===== config.mk =====
export PLATFORM = sky130hd
export DESIGN_NAME = addsub_pipe
export DESIGN_NICKNAME = d
export VERILOG_FILES = /design/src/rtl/addsub_pipe.sv
export SDC_FILE = /design/constraint.sdc
export NUM_CORES = 1
export LEC_CHECK = 0
export BUFFER_PORTS_ARGS = -buffer_cell sky130_fd_sc_hd__buf_2
export CAP_MARGIN = 20
export CORE_AREA = 2 2 59 61
export CTS_BUF_LIST = sky130_fd_sc_hd__clkbuf_4
export DETAILED_ROUTE_END_ITERATION = 7
export DIE_AREA = 0 0 61 63
export PLACE_DENSITY_LB_ADDON = 0.2
export SKIP_CTS_REPAIR_TIMING = 1
export SYNTH_ARGS = -nofsm -noshare
export SYNTH_HDL_FRONTEND = slang
export SYNTH_SLANG_ARGS = --single-unit

===== constraint.sdc =====
create_clock -name clk -period 2.7 [get_ports clk]
set_input_delay 0.135 -clock clk [delete_from_list [all_inputs] [get_ports clk]]
set_output_delay 0.135 -clock clk [all_outputs]
set_load 0.005 [all_outputs]

===== src/rtl/addsub_pipe.sv =====
// addsub_pipe: two-stage pipelined adder/subtractor with status flags.
//
// Stage 1 registers the operand pair and operation. Stage 2 computes the
// WIDTH+1-bit sum/difference and registers the result and flags. A
// valid/ready handshake sits on each side, and backpressure propagates
// combinationally from out_ready to in_ready.
//
// Parameters:
//   WIDTH  - operand/result width in bits (>= 2)
//   SIGNED - 1: saturation bounds and neg use two's complement; 0: unsigned
//
// Optional feature macro: ADDSUB_SATURATE_EN
//   When defined, an out-of-range result is clamped to the bound. The carry
//   and overflow flags still report the unclamped condition.
//   When undefined, the result wraps modulo 2^WIDTH.
//
// Ports:
//   clk       - rising-edge clock
//   rst_n     - synchronous reset, active-low
//   in_valid  - operand pair present
//   in_ready  - block accepts operands this cycle
//   a, b      - operands
//   sub       - 0: add, 1: subtract
//   cin       - carry-in (add) / borrow-in (sub)
//   out_valid - result present
//   out_ready - consumer accepts result this cycle
//   result    - sum/difference
//   carry     - carry-out (add) / borrow-out (sub)
//   overflow  - signed overflow
//   zero      - result == 0
//   neg       - result MSB (0 when SIGNED=0)
module addsub_pipe #(
  parameter int unsigned WIDTH  = 8,
  parameter bit          SIGNED = 1'b1
) (
  input  logic             clk,
  input  logic             rst_n,
  input  logic             in_valid,
  output logic             in_ready,
  input  logic [WIDTH-1:0] a,
  input  logic [WIDTH-1:0] b,
  input  logic             sub,
  input  logic             cin,
  output logic             out_valid,
  input  logic             out_ready,
  output logic [WIDTH-1:0] result,
  output logic             carry,
  output logic             overflow,
  output logic             zero,
  output logic             neg
);

  localparam int unsigned Msb = WIDTH - 1;

  // Stage 1 registers
  logic             v1;
  logic [WIDTH-1:0] a1;
  logic [WIDTH-1:0] b1;
  logic             sub1;
  logic             cin1;

  // Stage 2 valid; data lives directly in the output registers
  logic v2;

  logic adv1;
  logic adv2;

  assign adv2      = !v2 || out_ready;
  assign adv1      = !v1 || adv2;
  assign in_ready  = adv1;
  assign out_valid = v2;

  // Stage 2 combinational arithmetic
  logic [WIDTH:0]   s;
  logic [WIDTH-1:0] b_op;
  logic [WIDTH-1:0] res_c;
  logic             carry_c;
  logic             ovf_c;
  logic             zero_c;
  logic             neg_c;

  always_comb begin
    // Subtract is a + ~b + 1, and a borrow-in removes that +1.
    b_op    = sub1 ? ~b1 : b1;
    s       = {1'b0, a1} + {1'b0, b_op} + {{WIDTH{1'b0}}, (sub1 ? ~cin1 : cin1)};
    carry_c = sub1 ? ~s[WIDTH] : s[WIDTH];
    if (sub1) begin
      ovf_c = (a1[Msb] != b1[Msb]) && (s[Msb] != a1[Msb]);
    end else begin
      ovf_c = (a1[Msb] == b1[Msb]) && (s[Msb] != a1[Msb]);
    end
    res_c = s[WIDTH-1:0];
`ifdef ADDSUB_SATURATE_EN
    if (SIGNED) begin
      // Clamp toward the sign of A: positive A can only overflow upward.
      if (ovf_c) begin
        res_c = a1[Msb] ? {1'b1, {(WIDTH - 1){1'b0}}} : {1'b0, {(WIDTH - 1){1'b1}}};
      end
    end else if (carry_c) begin
      res_c = sub1 ? {WIDTH{1'b0}} : {WIDTH{1'b1}};
    end
`endif
    zero_c = (res_c == {WIDTH{1'b0}});
    neg_c  = SIGNED ? res_c[Msb] : 1'b0;
  end

  always_ff @(posedge clk) begin
    if (!rst_n) begin
      v1       <= 1'b0;
      a1       <= '0;
      b1       <= '0;
      sub1     <= 1'b0;
      cin1     <= 1'b0;
      v2       <= 1'b0;
      result   <= '0;
      carry    <= 1'b0;
      overflow <= 1'b0;
      zero     <= 1'b0;
      neg      <= 1'b0;
    end else begin
      if (adv1) begin
        v1 <= in_valid;
        if (in_valid) begin
          a1   <= a;
          b1   <= b;
          sub1 <= sub;
          cin1 <= cin;
        end
      end
      // Outputs only change when stage 2 advances, so they hold under stall.
      if (adv2) begin
        v2 <= v1;
        if (v1) begin
          result   <= res_c;
          carry    <= carry_c;
          overflow <= ovf_c;
          zero     <= zero_c;
          neg      <= neg_c;
        end
      end
    end
  end

endmodule


Yosys cells after proc, flatten, opt, wreduce, memory -nomap -nowiden:

Cells that the tools add are included.

* logic and storage cells: 32
* output and inout bits: 14
* register bits: 32
* bits of input ports: 22

* mux-type cells: 4
* bitwise gates (word level): 3
* reductions and logical operators: 9
* eq/ne operators: 3
* add/sub/neg operators: 2

Operators with widths (number)
* $add 8x8->9: 1
* $add 9x1->9: 1
* $logic_not 8->1: 1
* $mux 8: 1
* $not 8->8: 1
* $reduce_and 2->1: 2
* $mux 1: 3
* $logic_and 1x1->1: 2
* $logic_not 1->1: 2
* $logic_or 1x1->1: 2
* $ne 1x1->1: 2
* $not 1->1: 2
* $eq 1x1->1: 1

Depth between registers and ports, before layout:

* depth after elaboration: 7
* gate-level depth with buffers: 10
* depth with buffers taken out: 9

Least setup slack after synthesis:

No wires, ideal clock.

* path type: register to register
* start: register sub1
* end: register zero
* path buffers: 1
* arrival time: 2.692 ns
* data required time: 2.641 ns
* stages on the path, launching flop included: 9
* library setup time: 0.059 ns
* slack: -0.051 ns
* clock period less this slack: 2.751 ns
* cells stage by stage: dfxtp_1 > buf_1 > xnor2_1 > fa_1 > inv_1 > fa_1 > or4_1 > a211oi_1 > a41o_1

* word-level cells in the longest chain between the ends: 4
* elaborated cells on any way between the ends: 5
* those cells by class: add/sub: 2; mux: 2; reduce/logical: 1

Ends and longest elaborated chain
* start: declaration: RTL line 59 `logic sub1;`
* start signal: assignment: RTL line 126 `sub1 <= sub;`
* $mux 8: RTL line 84 `b_op = sub1 ? ~b1 : b1;`
* $add 8x8->9: RTL line 85 `s = {1'b0, a1} + {1'b0, b_op} + {{WIDTH{1'b0}}, (sub1 ? ~cin1 : cin1)};`
* $add 9x1->9 (*): RTL line 85
* net s[1]: RTL line 74 `logic [WIDTH:0] s;`
* $logic_not 8->1 (*): RTL line 103 `zero_c = (res_c == {WIDTH{1'b0}});`
* end signal: assignment: RTL line 137 `zero <= zero_c;`
* end: declaration: RTL line 49 `output logic zero,`

The timed path passes the listed nets; every way through them passes the cells marked *.
A chain may end at the register's enable or synchronous reset.

Worst setup path in the final report:

Same ends and word-level chain as after synthesis.

==> qor.txt <==
Final hold slack -> 0.0335 ns
Sequential share of power -> 0.525
Mapped Avg Cell Area -> 8.10 sq um
LEAKAGE -> 0.841 nW
Setup TNS -> 0 ns
Critical Path End Type -> register
Seq cells post-synth -> 31
Die area -> 0.00384 sq mm
CTS Buf Count -> 5
Gr ovfl total -> 0
Initial antenna violation count -> 0
Total Power -> 0.957 mW
Placer Congestion -> 0.808
Final Util -> 0.558
Final Setup Violations -> 0
# rows -> 21
Starting density of the core -> 0.479
Drt pass-1 iters -> 4
Worst-case clock buffer depth -> 2
Net switching power figure -> 0.280 mW
RSZ-0062 raised after global routing -> no
Crit path launch type -> register
Clock Skew -> 0.0101 ns
Share of cells above drive strength 1 -> 0.203
Clock sink total -> 31
Clock root cell -> clkbuf_4
DR iter-0 viols -> 48
Worst-margin pin slew -> 0.732 ns
Largest net degree at the start of global routing -> 29
Maxcap violations -> 0
Status -> finished, final reports clean
Final instance area -> 0.00180 sq mm
Wire per inst -> 10.9 um
Crit path time final -> 2.46 ns
Arr. time, crit path -> 2.74 ns
Comb power frac -> 0.208
# H-tree levels -> 2
Critical path type -> reg -> reg
Synthesized Nets -> 222
Detail Route Antenna Nets -> 0
Yosys cell types -> 38
Nets -> 257
Total GRT Usage -> 0.170
Drt drc -> 0
Switch share -> 0.292
Fin. Hold Viols -> 0
First-pass GRT wire length -> 5.02 mm
Die height -> 63 um
Core area -> 0.00323 sq mm
Pre-CTS setup slack -> 0.241 ns
DR vias/cell -> 4.96
Async set-reset flop share out of synthesis -> 0
Worst Path Required -> 2.98 ns
Seq/Total Area, Yosys -> 0.401
Ant diodes -> 0
Hpwl dp -> 2.29 mm
TritonCTS clock tree -> done
Dominant synthesized flop cell -> dfxtp_1
Worst hold path type -> in -> reg
Die width -> 61 um
Cell Area, Synth -> 0.00155 sq mm
EDFF count, synth -> 0
Skew-Pair Late Insertion Delay -> 0.33 ns
Fin crit share -> 0.912
PortBufs -> 35
Fmax -> 0.406 GHz
Placed inst area -> 0.00175 sq mm
I/O pin count -> 36
Synth Warn # -> 0
Max_slew headroom -> 0.512
Pwr dens -> 530 mW/mm^2
Worst-path clk slew -> 0.09 ns
Worst-path fanout max -> 5
Int Pwr -> 0.677 mW
Synthesis-to-layout area growth -> 16.7%
Via count -> 1355
Routed wire length -> 2.97 mm
Max IR drop VDD -> 0.259 mV
Cells after synthesis -> 191
Final WS setup -> 0.237 ns
Cells after DPL -> 265
Clock power share -> 0.267
Non-filler instance count after layout -> 273
Vias in the first global route -> 1194
Slew Viols, Final -> 0
## placed cells by master, fill, tap and decap left out, types with 3 or more instances in the layout
master	count
xnor2_1	4
a21oi_1	27
xor2_1	9
dfxtp_1	31
o21ai_0	5
ha_1	7
inv_1	4
clkbuf_4	6
nand2_1	50
nand3_1	3
buf_2	35
a211oi_1	4
nor2_1	9
nor2b_1	3
## worst max-delay path, cell delays in order (launching register included)
cell and delay (ns):
dfxtp_1 0.45, xnor2_1 0.13, fa_1 0.41, inv_1 0.08
fa_1 0.42, or4_1 0.52, a211oi_1 0.22, a41o_1 0.18
## cells by family after synthesis
family                     synth area share
AOI/OAI and AO/OA                     0.193
xor gates and xnor gates             0.0736
adders and majority gates            0.0825
buffers and inverters                0.0348
DFF                                   0.401
and+or+nand+nor                       0.214
## path summary, 6_finish.rpt
check                                              end  depth (start not counted)  slack [ns]                   start
worst max register to register       zero$_SDFFE_PN0P_                          7        0.24       sub1$_SDFFE_PN0P_
worst max-delay path                 zero$_SDFFE_PN0P_                          7        0.24       sub1$_SDFFE_PN0P_
worst min register to register  result[4]$_SDFFE_PN0P_                          2        0.46  result[4]$_SDFFE_PN0P_
worst min-delay path                a1[6]$_SDFFE_PN0P_                          3        0.03                    a[6]
## power groups by stage
stage / clock [mW] / combinational (mW) / sequential, mW
final: 0.256 / 0.199 / 0.502
after global routing: 0.288 / 0.229 / 0.507
after CTS: 0.264 / 0.202 / 0.503
after detailed placement: 0 / 0.201 / 0.514
after global placement: 0 / 0.199 / 0.513
after floorplan: 0 / 0.144 / 0.511
## layer usage
metal,global-route usage,vias to the layer above,part of all wire
met4,0.0489,0,0.015
met3,0.0621,5,0.055
met2,0.261,35,0.45
li1,-,726,-
met5,0,-,0
met1,0.221,589,0.48
## flip-flops by register name (all words and copies together) (netlist names)
name	count
a1	8
b1	8
result	8
carry	1
cin1	1
out_valid	1
overflow	1
sub1	1
v1	1
zero	1
## cells in the mapped netlist (2+ instances only)
cell type,count,area (sq um)
nor2_1,9,33.8
o21a_1,2,15.0
xor2_1,9,78.8
a211oi_1,4,30.0
nand2b_1,2,12.5
a21o_1,2,15.0
xnor2_1,4,35.0
fa_1,2,40.0
o31ai_1,2,15.0
o21ai_0,5,25.0
buf_1,3,11.3
nor2b_1,3,18.8
clkbuf_1,3,11.3
nand2_1,50,188
a21oi_1,27,135
ha_1,7,87.6
nand3_1,3,15.0
inv_1,4,15.0
dfxtp_1,31,621
## layout make-up
cell class	instances	area, sq um
clock buffers	6	45.0
clock inverters	2	7.51
fillers	322	1430
inverters	5	18.8
multi-input cells	147	872
flip-flops and latches	31	621
well taps	46	57.6
repair buffers	36	183
No activity file was read; power rests on OpenSTA's default activity.
